$ cat src/rtl/histogram_cdf_reader.sv
// histogram_cdf_reader
//   Reader side of the grey-level histogram RAM. After a frame has been
//   accumulated it sweeps bins 0..255 through the histogram read port and
//   forms the running CDF. Each CDF value is scaled to an 8-bit
//   equalisation code, which is written into the downstream LUT. The
//   histogram clear is then held for CLEAR_CYCLES cycles.
//
// Ports
//   iClk        system clock, rising edge
//   iRst_n      asynchronous active-low reset
//   iStart      single-cycle sweep request, honoured only in IDLE
//   oRdAddr     bin address to the histogram read port
//   iRdData     bin count, valid RD_LATENCY cycles after oRdAddr
//   oHistoClear histogram clear, high for CLEAR_CYCLES cycles after the sweep
//   oHistoLock  high whenever not IDLE (upstream must hold iInc low)
//   oLutWe      LUT write strobe
//   oLutAddr    LUT write address (bin index)
//   oLutData    equalised grey code
//   oCdfTotal   final CDF (total pixel count), held until the next sweep
//   oBusy       high from the cycle after an accepted iStart until oDone
//   oDone       one-cycle pulse on the final CLEAR cycle
module histogram_cdf_reader #(
  parameter int unsigned RD_LATENCY   = 2,
  parameter int unsigned BIN_W        = 20,
  parameter int unsigned SCALE        = 11141,
  parameter int unsigned SHIFT        = 24,
  parameter int unsigned CLEAR_CYCLES = 300
) (
  input  logic             iClk,
  input  logic             iRst_n,
  input  logic             iStart,
  output logic [7:0]       oRdAddr,
  input  logic [BIN_W-1:0] iRdData,
  output logic             oHistoClear,
  output logic             oHistoLock,
  output logic             oLutWe,
  output logic [7:0]       oLutAddr,
  output logic [7:0]       oLutData,
  output logic [BIN_W-1:0] oCdfTotal,
  output logic             oBusy,
  output logic             oDone
);

  localparam int unsigned P_W   = BIN_W + 14;
  localparam int unsigned CNT_W = $clog2(CLEAR_CYCLES + 1);
  localparam logic [P_W-1:0]   ROUND    = P_W'(1) << (SHIFT - 1);
  localparam logic [P_W-1:0]   SCALE_P  = P_W'(SCALE);
  localparam logic [CNT_W-1:0] CLR_LAST = CNT_W'(CLEAR_CYCLES - 1);

  typedef enum logic [1:0] {
    IDLE,
    ISSUE,
    DRAIN,
    CLEAR
  } state_t;

  state_t                r_state;
  state_t                w_next;

  logic [RD_LATENCY-1:0] r_vld_pipe;
  logic [BIN_W-1:0]      r_acc;
  logic                  r_acc_vld;
  logic [7:0]            r_acc_idx;
  logic [7:0]            r_in_idx;
  logic [CNT_W-1:0]      r_clr_cnt;
  logic                  r_last_wr;

  logic                  w_accept;
  logic                  w_clear_end;
  logic                  w_in_vld;
  logic [P_W-1:0]        w_prod;
  logic [P_W-1:0]        w_code_full;
  logic [7:0]            w_code;

  assign w_accept    = (r_state == IDLE) && iStart;
  assign w_clear_end = (r_state == CLEAR) && (r_clr_cnt == CLR_LAST);
  assign w_in_vld    = r_vld_pipe[RD_LATENCY-1];

  // Scale the running CDF with rounding, then saturate to an 8-bit code.
  always_comb begin
    w_prod      = P_W'(r_acc) * SCALE_P + ROUND;
    w_code_full = w_prod >> SHIFT;
    w_code      = (w_code_full > P_W'(255)) ? 8'hFF : w_code_full[7:0];
  end

  // Next state and state-decoded outputs.
  always_comb begin
    w_next      = r_state;
    oHistoClear = 1'b0;
    oHistoLock  = 1'b0;
    oBusy       = 1'b0;
    oDone       = 1'b0;
    unique case (r_state)
      IDLE: begin
        if (iStart) w_next = ISSUE;
      end
      ISSUE: begin
        oHistoLock = 1'b1;
        oBusy      = 1'b1;
        if (oRdAddr == 8'hFF) w_next = DRAIN;
      end
      DRAIN: begin
        oHistoLock = 1'b1;
        oBusy      = 1'b1;
        // Leave DRAIN the cycle after the LUT[255] write strobe.
        if (r_last_wr) w_next = CLEAR;
      end
      CLEAR: begin
        oHistoLock  = 1'b1;
        oBusy       = 1'b1;
        oHistoClear = 1'b1;
        if (w_clear_end) begin
          oDone  = 1'b1;
          w_next = IDLE;
        end
      end
      default: w_next = IDLE;
    endcase
  end

  always_ff @(posedge iClk or negedge iRst_n) begin
    if (!iRst_n) begin
      r_state <= IDLE;
    end else begin
      r_state <= w_next;
    end
  end

  // Read address: 0 in IDLE, counts 0..255 in ISSUE, holds 255 until IDLE.
  always_ff @(posedge iClk or negedge iRst_n) begin
    if (!iRst_n) begin
      oRdAddr <= '0;
    end else if (w_accept || w_clear_end) begin
      oRdAddr <= '0;
    end else if ((r_state == ISSUE) && (oRdAddr != 8'hFF)) begin
      oRdAddr <= oRdAddr + 8'd1;
    end
  end

  // Valid tag travels alongside each issued address for RD_LATENCY cycles.
  always_ff @(posedge iClk or negedge iRst_n) begin
    if (!iRst_n) begin
      r_vld_pipe <= '0;
    end else begin
      r_vld_pipe[0] <= (r_state == ISSUE);
      for (int unsigned i = 1; i < RD_LATENCY; i++) begin
        r_vld_pipe[i] <= r_vld_pipe[i-1];
      end
    end
  end

  // CDF accumulation.
  always_ff @(posedge iClk or negedge iRst_n) begin
    if (!iRst_n) begin
      r_acc     <= '0;
      r_in_idx  <= '0;
      r_acc_idx <= '0;
      r_acc_vld <= 1'b0;
    end else begin
      r_acc_vld <= w_in_vld;
      if (w_accept) begin
        r_acc    <= '0;
        r_in_idx <= '0;
      end else if (w_in_vld) begin
        r_acc     <= r_acc + iRdData;
        r_acc_idx <= r_in_idx;
        r_in_idx  <= r_in_idx + 8'd1;
      end
    end
  end

  // Registered scale stage feeding the LUT write port.
  always_ff @(posedge iClk or negedge iRst_n) begin
    if (!iRst_n) begin
      oLutWe    <= 1'b0;
      oLutAddr  <= '0;
      oLutData  <= '0;
      oCdfTotal <= '0;
      r_last_wr <= 1'b0;
    end else begin
      oLutWe    <= r_acc_vld;
      r_last_wr <= oLutWe && (oLutAddr == 8'hFF);
      if (r_acc_vld) begin
        oLutAddr <= r_acc_idx;
        oLutData <= w_code;
        if (r_acc_idx == 8'hFF) oCdfTotal <= r_acc;
      end
    end
  end

  // Clear-phase length counter.
  always_ff @(posedge iClk or negedge iRst_n) begin
    if (!iRst_n) begin
      r_clr_cnt <= '0;
    end else if ((r_state == CLEAR) && !w_clear_end) begin
      r_clr_cnt <= r_clr_cnt + CNT_W'(1);
    end else begin
      r_clr_cnt <= '0;
    end
  end

endmodule

$ cat config.mk
export PLATFORM = sky130hd
export DESIGN_NAME = histogram_cdf_reader
export DESIGN_NICKNAME = d
export VERILOG_FILES = /design/src/rtl/histogram_cdf_reader.sv
export SDC_FILE = /design/constraint.sdc
export NUM_CORES = 1
export LEC_CHECK = 0
export ABC_AREA = 1
export CAP_MARGIN = 0
export CORE_ASPECT_RATIO = 0.7
export CORE_MARGIN = 3
export CORE_UTILIZATION = 51
export DETAILED_ROUTE_END_ITERATION = 10
export PLACE_DENSITY = 0.71
export SYNTH_ARGS = -nofsm -noshare
export SYNTH_HDL_FRONTEND = slang
export SYNTH_SLANG_ARGS = --single-unit
$ cat constraint.sdc
create_clock -name iClk -period 5.9 [get_ports iClk]
set_input_delay 1.77 -clock iClk [delete_from_list [all_inputs] [get_ports iClk]]
set_output_delay 1.77 -clock iClk [all_outputs]
set_load 0.03 [all_outputs]
* Word level (Yosys, flattened, before mapping)
Cells that the tools add are included.
** Operators by class
- Multiply operators :: 1
- Order comparisons :: 1
- Bitwise logic cells :: 1
- Reduce and logical (&&, ||, !) cells :: 14
- Add/sub/neg operators :: 5
- Muxes and demuxes :: 17
- Equality and inequality tests :: 12
** Operators by type and width (number)
- 2-to-1 mux 20 bit :: 2
- 2-to-1 mux 8 bit :: 5
- adder 34 x 24 -> 34 bit, second input constant :: 1
- multiplier 20 x 14 -> 34 bit, second input constant :: 1
- equality test 8 bit, second input constant :: 3
- adder 20 bit :: 1
- adder 8 x 1 -> 8 bit, second input constant :: 2
- greater-than comparator 10 x 8 -> 1 bit, second input constant :: 1
- adder 9 x 1 -> 9 bit, second input constant :: 1
- equality test 9 bit, second input constant :: 1
- 2-to-1 mux 9 bit :: 1
- 2-to-1 mux 2 bit :: 4
- != test 2 bit, second input constant :: 4
- != test 8 bit, second input constant :: 1
- case mux 2 bit (4 select lines) :: 1
- logical AND 1 bit :: 5
- equality test 2 bit, second input constant :: 2
- 2-to-1 mux 1 bit :: 4
- AND reduction 2 bit :: 2
- AND reduction 4 bit :: 1
- nonzero test 2 bit :: 2
- OR reduction 3 bit :: 1
- equality test 2 x 1 -> 1 bit, second input constant :: 1
- zero test 2 bit :: 1
- other kinds (3) :: 3
** Storage, ports and cells
- Input port bits :: 23
- Bits in registers :: 96
- Output and inout port bits :: 49

* Logic depth before layout (Yosys ltp)
Gate-level depths: netlist of run 1.
- Word-level depth :: 5
- Gate-level depth with buffers :: 24

* Worst setup path after synthesis of run 1
No wires, ideal clock.
- Path type :: register -> register
- Start point :: register r_acc[6]
- End point :: register oLutData[1]
- Data required time :: 5.773 ns
- Library setup time :: 0.127 ns
- Cell stages (with the launch flop) :: 24
- Buffers on the path :: 0
- Path slack :: 1.210 ns
- Data arrival time :: 4.563 ns
- Path through :: dfrtp_1 ha_1 inv_1 fa_1 inv_1 fa_1 inv_1 fa_1 fa_1 inv_1 ha_1 ha_1 nand2_1 inv_1 nand2_1 nand2_1 nand2_1 a21oi_1 nor2_1 nand2_1 nand2_1 nand2_2 nor2_4 a21oi_1
** Between the ends
- Cells in the longest elaborated chain, start to end :: 4
** Ends and longest elaborated chain
- start: declaration :: RTL line 61 : logic [BIN_W-1:0] r_acc;
- start signal: assignment :: RTL line 165 : r_acc <= r_acc + iRdData;
- multiplier 20 x 14 -> 34 bit * :: RTL line 81 : w_prod = P_W'(r_acc) * SCALE_P + ROUND;
- adder 34 x 24 -> 34 bit * :: RTL line 81
- greater-than comparator 10 x 8 -> 1 bit :: RTL line 83 : w_code = (w_code_full > P_W'(255)) ? 8'hFF : w_code_full[7:0];
- 2-to-1 mux 8 bit * :: RTL line 83
- end signal: assignment :: RTL line 185 : oLutData <= w_code;
- end: declaration :: RTL line 38 : output logic [7:0] oLutData,
Every way passes the cells marked *; elsewhere a longest branch is shown, timed or not.
A chain may end at the register's enable or synchronous reset.

* Final worst setup path of run 1
- Start point :: register r_acc[5]
- End point :: register oLutData[2]
Same word-level chain as after synthesis.

==> summary.md, run 1 <==
| Metric | Value |
|---|---|
| Final Wtd Congestion | `around 0.94` |
| Crit-path max FO | `7` |
| Crit path max-delay family | `adder cells` |
| RSZ-0062 raised after global routing | `false` |
| CTS root buffer | `clkbuf_16` |
| Worst EP required | `roughly 6.1 ns` |
| Worst Tran Pin Value | `about 0.96 ns` |
| Total power | `2.67 mW` |
| Post-detail-place hpwl | `just over 20 mm` |
| Sequential area share after synthesis | `23.5%` |
| Final hold vios | `0` |
| Top FF cell, synth | `dfrtp_1` |
| CTS sink count | `96` |
| Die Y-Extent | `124 um` |
| Post-Synth XOR/XNOR Area | `less than 1%` |
| First-pass GRT wire length | `39.6 mm` |
| Drt pass-1 iters | `5` |
| Final TNS setup | `0 ns` |
| Worst Setup Path Type | `flop to flop` |
| Area of the multi-input gates | `approximately 6700 um2` |
| Final min period | `between 5 and 6 ns` |
| Diodes inserted | `0` |
| DRC Markers | `0` |
| Fin cells | `between 1500 and 2000` |
| Die W | `around 180 um` |
| Post-CTS sizing | `0` |
| Clk Latency, worst-skew pair | `0.36 ns` |
| Cts hold-fix bufs | `0` |
| Max Clk Rate | `194 MHz` |
| Yosys reg bits | `96` |
| Placed Cells | `1606` |
| Worst hold path class | `flop to flop` |
| Synth async-reset ratio | `100%` |
| Critical path's slowest cell | `fa_1` |
| Mapped Cells | `about 1300` |
| Max clock buf depth | `2` |
| Die footprint | `around 22000 um2` |
| Ports | `72` |
| WL final | `roughly 24 mm` |
| DRT iter0 DRCs | `roughly 600` |
| Worst-path clk slew | `0.08 ns` |
| Row cnt | `42` |
| Critical path arrival | `about 5.4 ns` |
| CTS tree | `yes` |
| Layout cell share with drive strength beyond 1 | `3.17%` |
| Synthesis-to-layout area growth | `12.9%` |
| Fill count | `between 1500 and 2000` |
| Num CTS Buffers | `9` |
| Worst vdd ir | `0.222 mV` |
| Port bufs | `71` |
| Vias in the first global route | `between 7000 and 8000` |
| Synth top area share | `a little under a quarter` |
| Setup crit start kind | `flop` |
| Max-cap violations | `0` |
| Post-DR wirelength/cell | `around 15 um` |
| Fin. max-slew vios | `0` |
| Total gr overflow | `0` |
| Area share of and/or/nand/nor cells after synthesis | `approximately a fifth` |
| H-tree Lvls | `3` |
| Skew final | `0.00776 ns` |
| Final setup fails | `0` |
| Antenna violations before repair | `0` |
| Area contributors post-synth | `dfrtp_1, ha_1, fa_1, inv_1, nand2_1` |
| Sequential standard cell area | `approximately 2400 um2` |
| Status | `finished, final reports clean` |
| Pwr/cell area | `approximately 230 nW/um2` |
| Synth Area per Inst | `7.98 um2` |
| Post-Syn Nets | `about 1600` |
| Buf/Inv on CP | `5` |
| Vias | `8336` |
| Largest stage delay on the critical path | `0.54 ns` |
| Post-synthesis adder-cell area fraction | `36.6%` |
| CP Capture Type | `flop` |
| Largest net degree at the start of global routing | `68` |
| Number of synthesized flops with an enable pin | `0` |
| Syn. warnings | `0` |
| Area leader, netlist | `dfrtp_1` |
| Post-synth cell types | `46` |
| Largest family of logic cells by synthesized area | `adder cells` |
| Mapped Area | `slightly above 10000 um2` |
| Post-route ant nets | `0` |
| Crit share post-route | `between 80% and 90%` |
| Post-synthesis mux area share | `less than 1%` |
| Post-CTS Setup Inserts | `0` |
| Nets@finish | `roughly 1600` |
| Total GRT Usage | `about 23%` |
| Vias per cell | `5.14` |
| Initial Utilization | `approximately 53%` |
| Slew headroom | `between 30% and 40%` |
| Compound-Gate Fraction of Synth Area | `about 9%` |
| Leakage | `approximately 6.3 nW` |
| Core Box Area | `a little under 20000 um2` |
| Crit-path cells | `ha_1, inv_1, fa_1, inv_1, fa_1, fa_1, inv_1, fa_1, inv_1, ha_1, ha_1, nand2_1, inv_1, a21oi_1, nand3_1, nand2_1, nand2_1, nand2_1, nand3_2, nor2_4, a21oi_1` |
| Most Frequent Cell on Critical Path | `inv_1` |
==> area by class of cell <==
class / instances / share of cell area (%)
clock buffer: 9 / 1.95
clock inverter: 7 / 0.706
inverter: 287 / 9.35
multi-input combinational: 886 / 58.0
sequential: 96 / 20.9
tap: 264 / 2.87
timing repair buffer: 73 / 6.28
==> sequential cells by signal, indices dropped and copies added (netlist names) <==
| name | flops |
|---|---|
| r_vld_pipe | 2 |
| oCdfTotal | 20 |
| r_last_wr | 1 |
| oRdAddr | 8 |
| r_state | 2 |
| r_acc_idx | 8 |
| r_acc | 20 |
| r_in_idx | 8 |
| oLutData | 8 |
| oLutWe | 1 |
| r_clr_cnt | 9 |
| oLutAddr | 8 |
| r_acc_vld | 1 |
==> logic make-up (layout without fill, tap and decap cells) <==
| group | after synthesis | count (layout) |
|---|---|---|
| flops | 96 | 96 |
| compound gates | 173 | 173 |
| xor+xnor | 6 | 6 |
| buf+inv | 297 | 376 |
| fa+ha+maj | 251 | 251 |
| simple gates | 452 | 452 |
| mux | 4 | 4 |
==> path summary, 6_finish.rpt <==
kind | slack [ns] | startpoint | cells after the start | endpoint
worst max-delay path | 0.74 | r_acc[5] | 21 | oLutData[2]
worst min-delay path | 0.36 | r_vld_pipe[0] | 0 | r_vld_pipe[1]
worst max register to register | 0.74 | r_acc[5] | 21 | oLutData[2]
worst min register to register | 0.36 | r_vld_pipe[0] | 0 | r_vld_pipe[1]
max in group asynchronous | 3.42 | iRst_n | 2 | oCdfTotal[3]
min in group asynchronous | 1.50 | iRst_n | 1 | r_clr_cnt[6]
==> per-stage QoR <==
stage               setup WS [ns]  hold slack [ns]  utilization [%]  area [um2]
finish                      0.736            0.357             59.7       11500
global route                0.409            0.372             59.7       11500
global placement            0.839            0.334             58.1       11200
CTS                         0.738            0.358             59.7       11500
floorplan                    1.21            0.331                -       10200
detailed placement          0.736            0.340             58.1       11200
==> cells in the final DEF (no fill, tap or decap), types with 4 or more instances in the layout <==
master           instances
nand2_1                261
xor2_1                   4
mux2_2                   4
o21ai_0                 69
nor3_1                  19
clkdlybuf4s50_1         70
dfrtp_1                 96
ha_1                   172
nand4_1                 12
inv_1                  285
a21oi_1                 68
fa_1                    79
nand3_1                 44
a21o_1                   5
o21ai_1                  6
clkbuf_16                9
o22ai_1                  5
nor2_1                  96
nor3_2                   4
o21bai_1                 8
==> synthesized netlist by cell type, types with 2 or more instances <==
cell type	instances
clkbuf_1	5
xnor2_1	2
o211ai_1	2
dfrtp_1	96
o22ai_1	5
a21oi_1	68
o21bai_1	8
nor3_1	19
nand2_1	261
nor3_2	4
a21o_1	5
o21ai_0	69
buf_2	3
nor2_1	96
ha_1	172
nand3_1	44
fa_1	79
o21a_1	2
mux2_2	4
o21ai_1	6
nand2_2	3
inv_1	285
xor2_1	4
nand4_1	12
nor2_4	2
a21oi_2	3
==> power by group <==
group / switching, mW / internal (mW) / total (mW)
Clock: 0.314 / 0.304 / 0.618
Combinational: 0.897 / 0.492 / 1.39
Sequential: 0.00533 / 0.659 / 0.664
Total: 1.22 / 1.45 / 2.67
==> per-layer routing <==
layer | up-vias | routed length (um) | track usage (%)
li1 | 4200 | - | -
met1 | 3874 | 13000 | 37.3
met2 | 250 | 9590 | 30.4
met3 | 12 | 1720 | 5.15
met4 | 0 | 141 | 2.67
met5 | - | 0 | 0
Note: power is estimated with default switching activity, not from simulation.
==> run 2, diff against run 1 <==
CORE_ASPECT_RATIO = unset   (was 0.7)
CORE_UTILIZATION = 61   (was 51)
PLACE_DENSITY = 0.82   (was 0.71)
==> run 2 against run 1 <==
- first-iteration DRC count shrank 27%
- wire length is 3.5% lower
- non-clock buffer count down 1
- via count rose by 0.97%
- combinational power is essentially flat
- die area is 16% lower
- sequential power is essentially flat
- clock power fell by 6.1%
- worst setup slack gained 0.085 ns
- clock skew rose by 0.0017 ns
- utilization up 11 points
- maximum frequency increased by 1.7%
- largest power group unchanged
==> summary.md, run 2 (same netlist as run 1, synthesis figures left out) <==
| Metric | Value |
|---|---|
| Most Frequent Cell on Critical Path | `nand2_1` |
| Antenna violations before repair | `0 (unchanged)` |
| Sequential standard cell area | `2400 um2 (unchanged)` |
| Switching share of power | `44.8% (-0.73 points)` |
| Fill count | `1294 (-26%)` |
| Worst Setup Path Type | `flop to flop` |
| Row cnt | `46 (+9.5%)` |
| R2r worst-path depth | `21 (unchanged)` |
| Skew final | `0.00943 ns (+0.00167 ns)` |
| Worst vdd ir | `0.202 mV (-9.1%)` |
| Final Wtd Congestion | `0.961 (+2.6%)` |
| Gate power share | `53.0% (+1.0 points)` |
| H-tree Lvls | `3 (unchanged)` |
| Die W | `135 um (-23%)` |
| Crit-path cells | `ha_1, inv_1, fa_1, inv_1, fa_1, inv_1, fa_1, fa_1, inv_1, ha_1, ha_1, a21oi_1, nand2_1, nand2_1, nand2_1, a21oi_2, nand2_1, nand2_1, nand3_2, nor2_4, a21oi_1` |
| Die footprint | `18300 um2 (-16%)` |
| Layout cell share with drive strength beyond 1 | `3.10% (-0.071 points)` |
| Post-DR wirelength/cell | `15.0 um (-0.45%)` |
| Post-detail-place hpwl | `20.0 mm (-3.5%)` |
| Buf/Inv on CP | `4 (-1)` |
| RSZ-0062 raised after global routing | `false` |
| Clk Latency, worst-skew pair | `0.35 ns (about the same)` |
| Final TNS setup | `0 ns (unchanged)` |
| Hold Path Depth | `0 (unchanged)` |
| Final min period | `5.08 ns (-0.0853 ns)` |
| Pwr/cell area | `231 nW/um2 (-0.16%)` |
| Hold Path End | `r_vld_pipe[1]` |
| Critical path's slowest cell | `fa_1` |
| Max clock buf depth | `2 (unchanged)` |
| Pre-CTS setup slack | `0.846 ns (+0.110 ns)` |
| Worst EP required | `6.13 ns (about the same)` |
| Core Box Area | `16100 um2 (-16%)` |
| Num CTS Buffers | `9 (unchanged)` |
| Sw power | `1.19 mW (-2.4%)` |
| First-pass GRT wire length | `39.6 mm (about the same)` |
| DRT iter0 DRCs | `442 (-27%)` |
| Leakage | `6.24 nW (-0.17%)` |
| Post-route ant nets | `0 (unchanged)` |
| Max-cap violations | `0 (unchanged)` |
| Worst-path clk slew | `0.08 ns (about the same)` |
| Max Clk Rate | `197 MHz (+1.7%)` |
| Largest regs | `oCdfTotal x20, r_acc x20, r_clr_cnt x9` |
| R2R Setup Slk | `0.82 ns (+0.09 ns)` |
| DRC Markers | `0 (unchanged)` |
| CTS tree | `yes` |
| Final hold vios | `0 (unchanged)` |
| Status | `finished, final reports clean` |
| Vias per cell | `5.35 (+4.1%)` |
| CP Capture Type | `flop` |
| Drt pass-1 iters | `5 (unchanged)` |
| Post-CTS Setup Inserts | `0 (unchanged)` |
| Worst hold path class | `flop to flop` |
| Worst hold start | `r_vld_pipe[0]` |
| Nets@finish | `1626 (-0.061%)` |
| Initial Utilization | `63.3% (+10 points)` |
| Crit-path max FO | `7 (unchanged)` |
| WL final | `23.6 mm (-3.5%)` |
| Largest net degree at the start of global routing | `63 (-7.4%)` |
| Pint | `1.46 mW (+0.51%)` |
| Reg-to-reg endpoint | `oLutData[4]` |
| Synthesis-to-layout area growth | `12.1%` |
| CTS root buffer | `clkbuf_16` |
| R2r startpoint | `r_acc[9]` |
| Clock Power Share | `21.9% (-1.2 points)` |
| Setup crit start kind | `flop` |
| Final worst-path setup slack | `0.822 ns (+0.0853 ns)` |
| Reg power frac | `25.1% (+0.2 points)` |
| Slew headroom | `37.8% (+1.9 points)` |
| CTS sink count | `96 (unchanged)` |
| Post-CTS sizing | `0 (unchanged)` |
| Cts hold-fix bufs | `0 (unchanged)` |
| Area of the multi-input gates | `6680 um2 (unchanged)` |
| Critical path arrival | `5.30 ns (-0.11 ns)` |
| Crit path max-delay family | `adder cells` |
| Die Y-Extent | `135 um (+8.8%)` |
| Largest stage delay on the critical path | `0.55 ns (about the same)` |
| Total gr overflow | `0 (unchanged)` |
| Total GRT Usage | `27.1% (+4.5 points)` |
| Fin. max-slew vios | `0 (unchanged)` |
| Most frequent cells in the layout | `inv_1, nand2_1, ha_1, nor2_1, dfrtp_1` |
| Crit share post-route | `86.1% (-1.4 points)` |
| Most common cell after layout, fill and taps aside | `inv_1` |
| Vias in the first global route | `8383 (+9.7%)` |
| Port bufs | `71 (unchanged)` |
| Worst Tran Pin Value | `0.930 ns (-0.0284 ns)` |
| Diodes inserted | `0 (unchanged)` |
| Final setup fails | `0 (unchanged)` |
| Vias | `8417 (+0.97%)` |
| Ports | `72 (unchanged)` |
run 2: changes by cell type in the layout (fill, tap and decap cells not counted), sizes merged:
cell / change
clkinvlp: +1
clkinv: -1
buf: -1
run 2: how the worst max path moves through the flow:
stage               cells past startpoint          end     start
floorplan                              23  oLutData[1]  r_acc[6]
global placement                       21  oLutData[3]  r_acc[9]
detailed placement                     21  oLutData[1]  r_acc[9]
CTS                                    21  oLutData[4]  r_acc[9]
global route                           21  oLutData[2]  r_acc[9]
finish                                 21  oLutData[4]  r_acc[9]
run 2: metal layers:
layer	vias up	share of wire, %	global-route usage (%)
li1	4199	-	-
met1	3937	44	35.7
met2	230	48	45.1
met3	51	4.6	4.64
met4	0	3.4	10.1
met5	-	0	0
run 2: layout make-up:
type | count | share of cell area, %
Clock buffer | 9 | 1.97
Clock inverter | 7 | 0.634
Inverter | 287 | 9.41
Multi-Input combinational cell | 886 | 58.4
Sequential cell | 96 | 21.0
Tap cell | 216 | 2.36
Timing Repair Buffer | 72 | 6.25
run 2: power by group through the flow:
stage                     combinational (mW)  sequential (mW)  clock [mW]
after floorplan                         1.04            0.675           0
after global placement                  1.37            0.677           0
after detailed placement                1.39            0.677           0
after CTS                               1.40            0.664       0.589
after global routing                    1.61            0.665       0.617
final                                   1.40            0.664       0.580
run 2: stage by stage:
| step | instances | instance area, um2 | util [%] | hold slack (ns) | power (mW) |
|---|---|---|---|---|---|
| 3_3_place_gp | 1557 | 11100 | 69.2 | 0.335 | 2.04 |
| 6_report | 1573 | 11400 | 71.0 | 0.361 | 2.65 |
| 4_1_cts | 1573 | 11400 | 71.0 | 0.357 | 2.66 |
| 5_1_grt | 1573 | 11400 | 71.0 | 0.371 | 2.89 |
| 2_1_floorplan | 1279 | 10200 | - | 0.331 | 1.72 |
| 3_5_place_dp | 1557 | 11100 | 69.2 | 0.340 | 2.06 |
==> run 3, diff against run 2 <==
CORE_ASPECT_RATIO = 1.2   (was unset)
SETUP_SLACK_MARGIN = 0.1   (was unset)
==> run 3 against run 2 <==
- design area rose by 0.12%
- combinational power hardly changed
- sequential power about the same
- global-route usage grew 1.3 points
- highest routed layer unchanged
- critical endpoint is now oLutData[1]
- final cell count shrank 0.25%
==> summary.md, run 3 (same netlist as run 1, synthesis figures left out) <==
| Metric | Value |
|---|---|
| DRT iter0 DRCs | `419 (-5.2%)` |
| Critical path arrival | `5.42 ns (+0.12 ns)` |
| Crit-path max FO | `7 (unchanged)` |
| Row cnt | `51 (+11%)` |
| Fill count | `1332 (+2.9%)` |
| Max Used Layer | `met4` |
| Nets@finish | `1626 (unchanged)` |
| Worst EP required | `6.14 ns (about the same)` |
| Final min period | `5.18 ns (+0.106 ns)` |
| Max-cap violations | `0 (unchanged)` |
| Most common cell after layout, fill and taps aside | `inv_1` |
| RSZ-0062 raised after global routing | `false` |
| Worst vdd ir | `0.169 mV (-16%)` |
| Final hold vios | `0 (unchanged)` |
| Worst-path clk slew | `0.08 ns (about the same)` |
| Num CTS Buffers | `9 (unchanged)` |
| Post-detail-place hpwl | `20.1 mm (+0.78%)` |
| Final worst-path setup slack | `0.715 ns (-0.106 ns)` |
| Met3 wire length | `1.04 mm (-5.7%)` |
| Final setup fails | `0 (unchanged)` |
| Fin. max-slew vios | `0 (unchanged)` |
| Leakage | `6.25 nW (+0.15%)` |
| First-pass GRT wire length | `40.8 mm (+3.0%)` |
| Core Box Area | `16300 um2 (+1.4%)` |
| Final Wtd Congestion | `0.993 (+3.4%)` |
| Total GRT Usage | `28.3% (+1.3 points)` |
| Cts hold-fix bufs | `0 (unchanged)` |
| Worst Tran Pin Value | `0.914 ns (-0.0162 ns)` |
| Die footprint | `18300 um2 (about the same)` |
| Largest net degree at the start of global routing | `71 (+13%)` |
| Pwr/cell area | `234 nW/um2 (+0.99%)` |
| Post-CTS Setup Inserts | `0 (unchanged)` |
| Antenna violations before repair | `0 (unchanged)` |
| Ports | `72 (unchanged)` |
| Port bufs | `71 (unchanged)` |
| Final TNS setup | `0 ns (unchanged)` |
| H-tree Lvls | `3 (unchanged)` |
| Sequential standard cell area | `2400 um2 (unchanged)` |
| Total gr overflow | `0 (unchanged)` |
| CTS sink count | `96 (unchanged)` |
| DRC Markers | `0 (unchanged)` |
| Metal2 WL | `12.6 mm (+12%)` |
| Largest regs | `oCdfTotal x20, r_acc x20, r_clr_cnt x9` |
| Skew final | `0.0104 ns (+0.000935 ns)` |
| Initial Utilization | `62.5% (-0.85 points)` |
| CTS root buffer | `clkbuf_16` |
| Clk Latency, worst-skew pair | `0.36 ns (about the same)` |
| Vias | `8501 (+1.0%)` |
| WL met1 | `9.86 mm (-5.7%)` |
| WL final | `24.4 mm (+3.3%)` |
| Worst Setup Path Type | `flop to flop` |
| Diodes inserted | `0 (unchanged)` |
| Status | `finished, final reports clean` |
| Vias per cell | `5.42 (+1.3%)` |
| Slew headroom | `38.9% (+1.1 points)` |
| Pre-CTS setup slack | `0.739 ns (-0.107 ns)` |
| Setup crit start kind | `flop` |
| Die Y-Extent | `148 um (+9.1%)` |
| Max clock buf depth | `2 (unchanged)` |
| CP Capture Type | `flop` |
| Post-CTS sizing | `0 (unchanged)` |
| Crit share post-route | `87.9% (+1.8 points)` |
| Post-route ant nets | `0 (unchanged)` |
| Die W | `124 um (-8.3%)` |
| Area of the multi-input gates | `6680 um2 (unchanged)` |
| Synthesis-to-layout area growth | `12.3%` |
| Vias in the first global route | `8900 (+6.2%)` |
| Max Clk Rate | `193 MHz (-2.0%)` |
| Post-DR wirelength/cell | `15.6 um (+3.5%)` |
| CTS tree | `yes` |
| Worst hold path class | `flop to flop` |
| Drt pass-1 iters | `5 (unchanged)` |
| Layout cell share with drive strength beyond 1 | `3.10% (unchanged)` |
| Most frequent cells in the layout | `inv_1, nand2_1, ha_1, nor2_1, dfrtp_1` |
[run 3: worst paths after layout]
kind,start,endpoint,slack [ns],depth (start not counted)
max in group asynchronous,iRst_n,oLutData[4],3.48,2
worst max register to register,r_acc[3],oLutData[1],0.72,23
min in group asynchronous,iRst_n,oCdfTotal[8],1.50,1
worst max-delay path,r_acc[3],oLutData[1],0.72,23
worst min register to register,r_vld_pipe[0],r_vld_pipe[1],0.36,0
worst min-delay path,r_vld_pipe[0],r_vld_pipe[1],0.36,0
[run 3: area by class of cell]
class	count	area share, %
clock buffers	9	1.97
clock inverters	7	0.797
inverters	287	9.40
multi-input cells	886	58.3
flip-flops and latches	96	21.0
well taps	212	2.31
repair buffers	72	6.25
[run 3: routing by layer]
layer	up-vias	GRT usage (%)
li1	4187	-
met1	4033	34.0
met2	215	50.7
met3	66	4.25
met4	0	10.6
met5	-	0
[run 3: per-stage QoR]
| stage | cell area [um2] | hold slack (ns) | utilization [%] | instances | power [mW] |
|---|---|---|---|---|---|
| floorplan | 10200 | 0.331 | - | 1279 | 1.72 |
| global placement | 11100 | 0.334 | 68.2 | 1553 | 2.03 |
| detailed placement | 11100 | 0.347 | 68.2 | 1553 | 2.06 |
| CTS | 11500 | 0.364 | 70.1 | 1569 | 2.69 |
| global route | 11500 | 0.367 | 70.1 | 1569 | 2.93 |
| finish | 11500 | 0.358 | 70.1 | 1569 | 2.68 |
[run 3: worst max-delay path, stage by stage, from the launching register on]
cell and delay (ns):
dfrtp_1 0.52, ha_1 0.37, inv_1 0.06, fa_1 0.51
inv_1 0.06, fa_1 0.50, fa_1 0.54, inv_1 0.05
fa_1 0.52, inv_1 0.04, ha_1 0.29, ha_1 0.33
nand2_1 0.13, inv_1 0.08, nand2_1 0.13, nor2_1 0.06
nand2_1 0.10, nand3_1 0.11, nand2_1 0.13, nand2_1 0.08
nand2_1 0.08, nand3_2 0.09, nor2_4 0.21, a21oi_1 0.09
[run 3: power by group]
group | switching [mW] | leakage [nW] | total (mW) | internal, mW
Combinational | 0.901 | 4.92 | 1.40 | 0.501
Clock | 0.306 | 0.152 | 0.613 | 0.307
Sequential | 0.00497 | 1.18 | 0.664 | 0.659
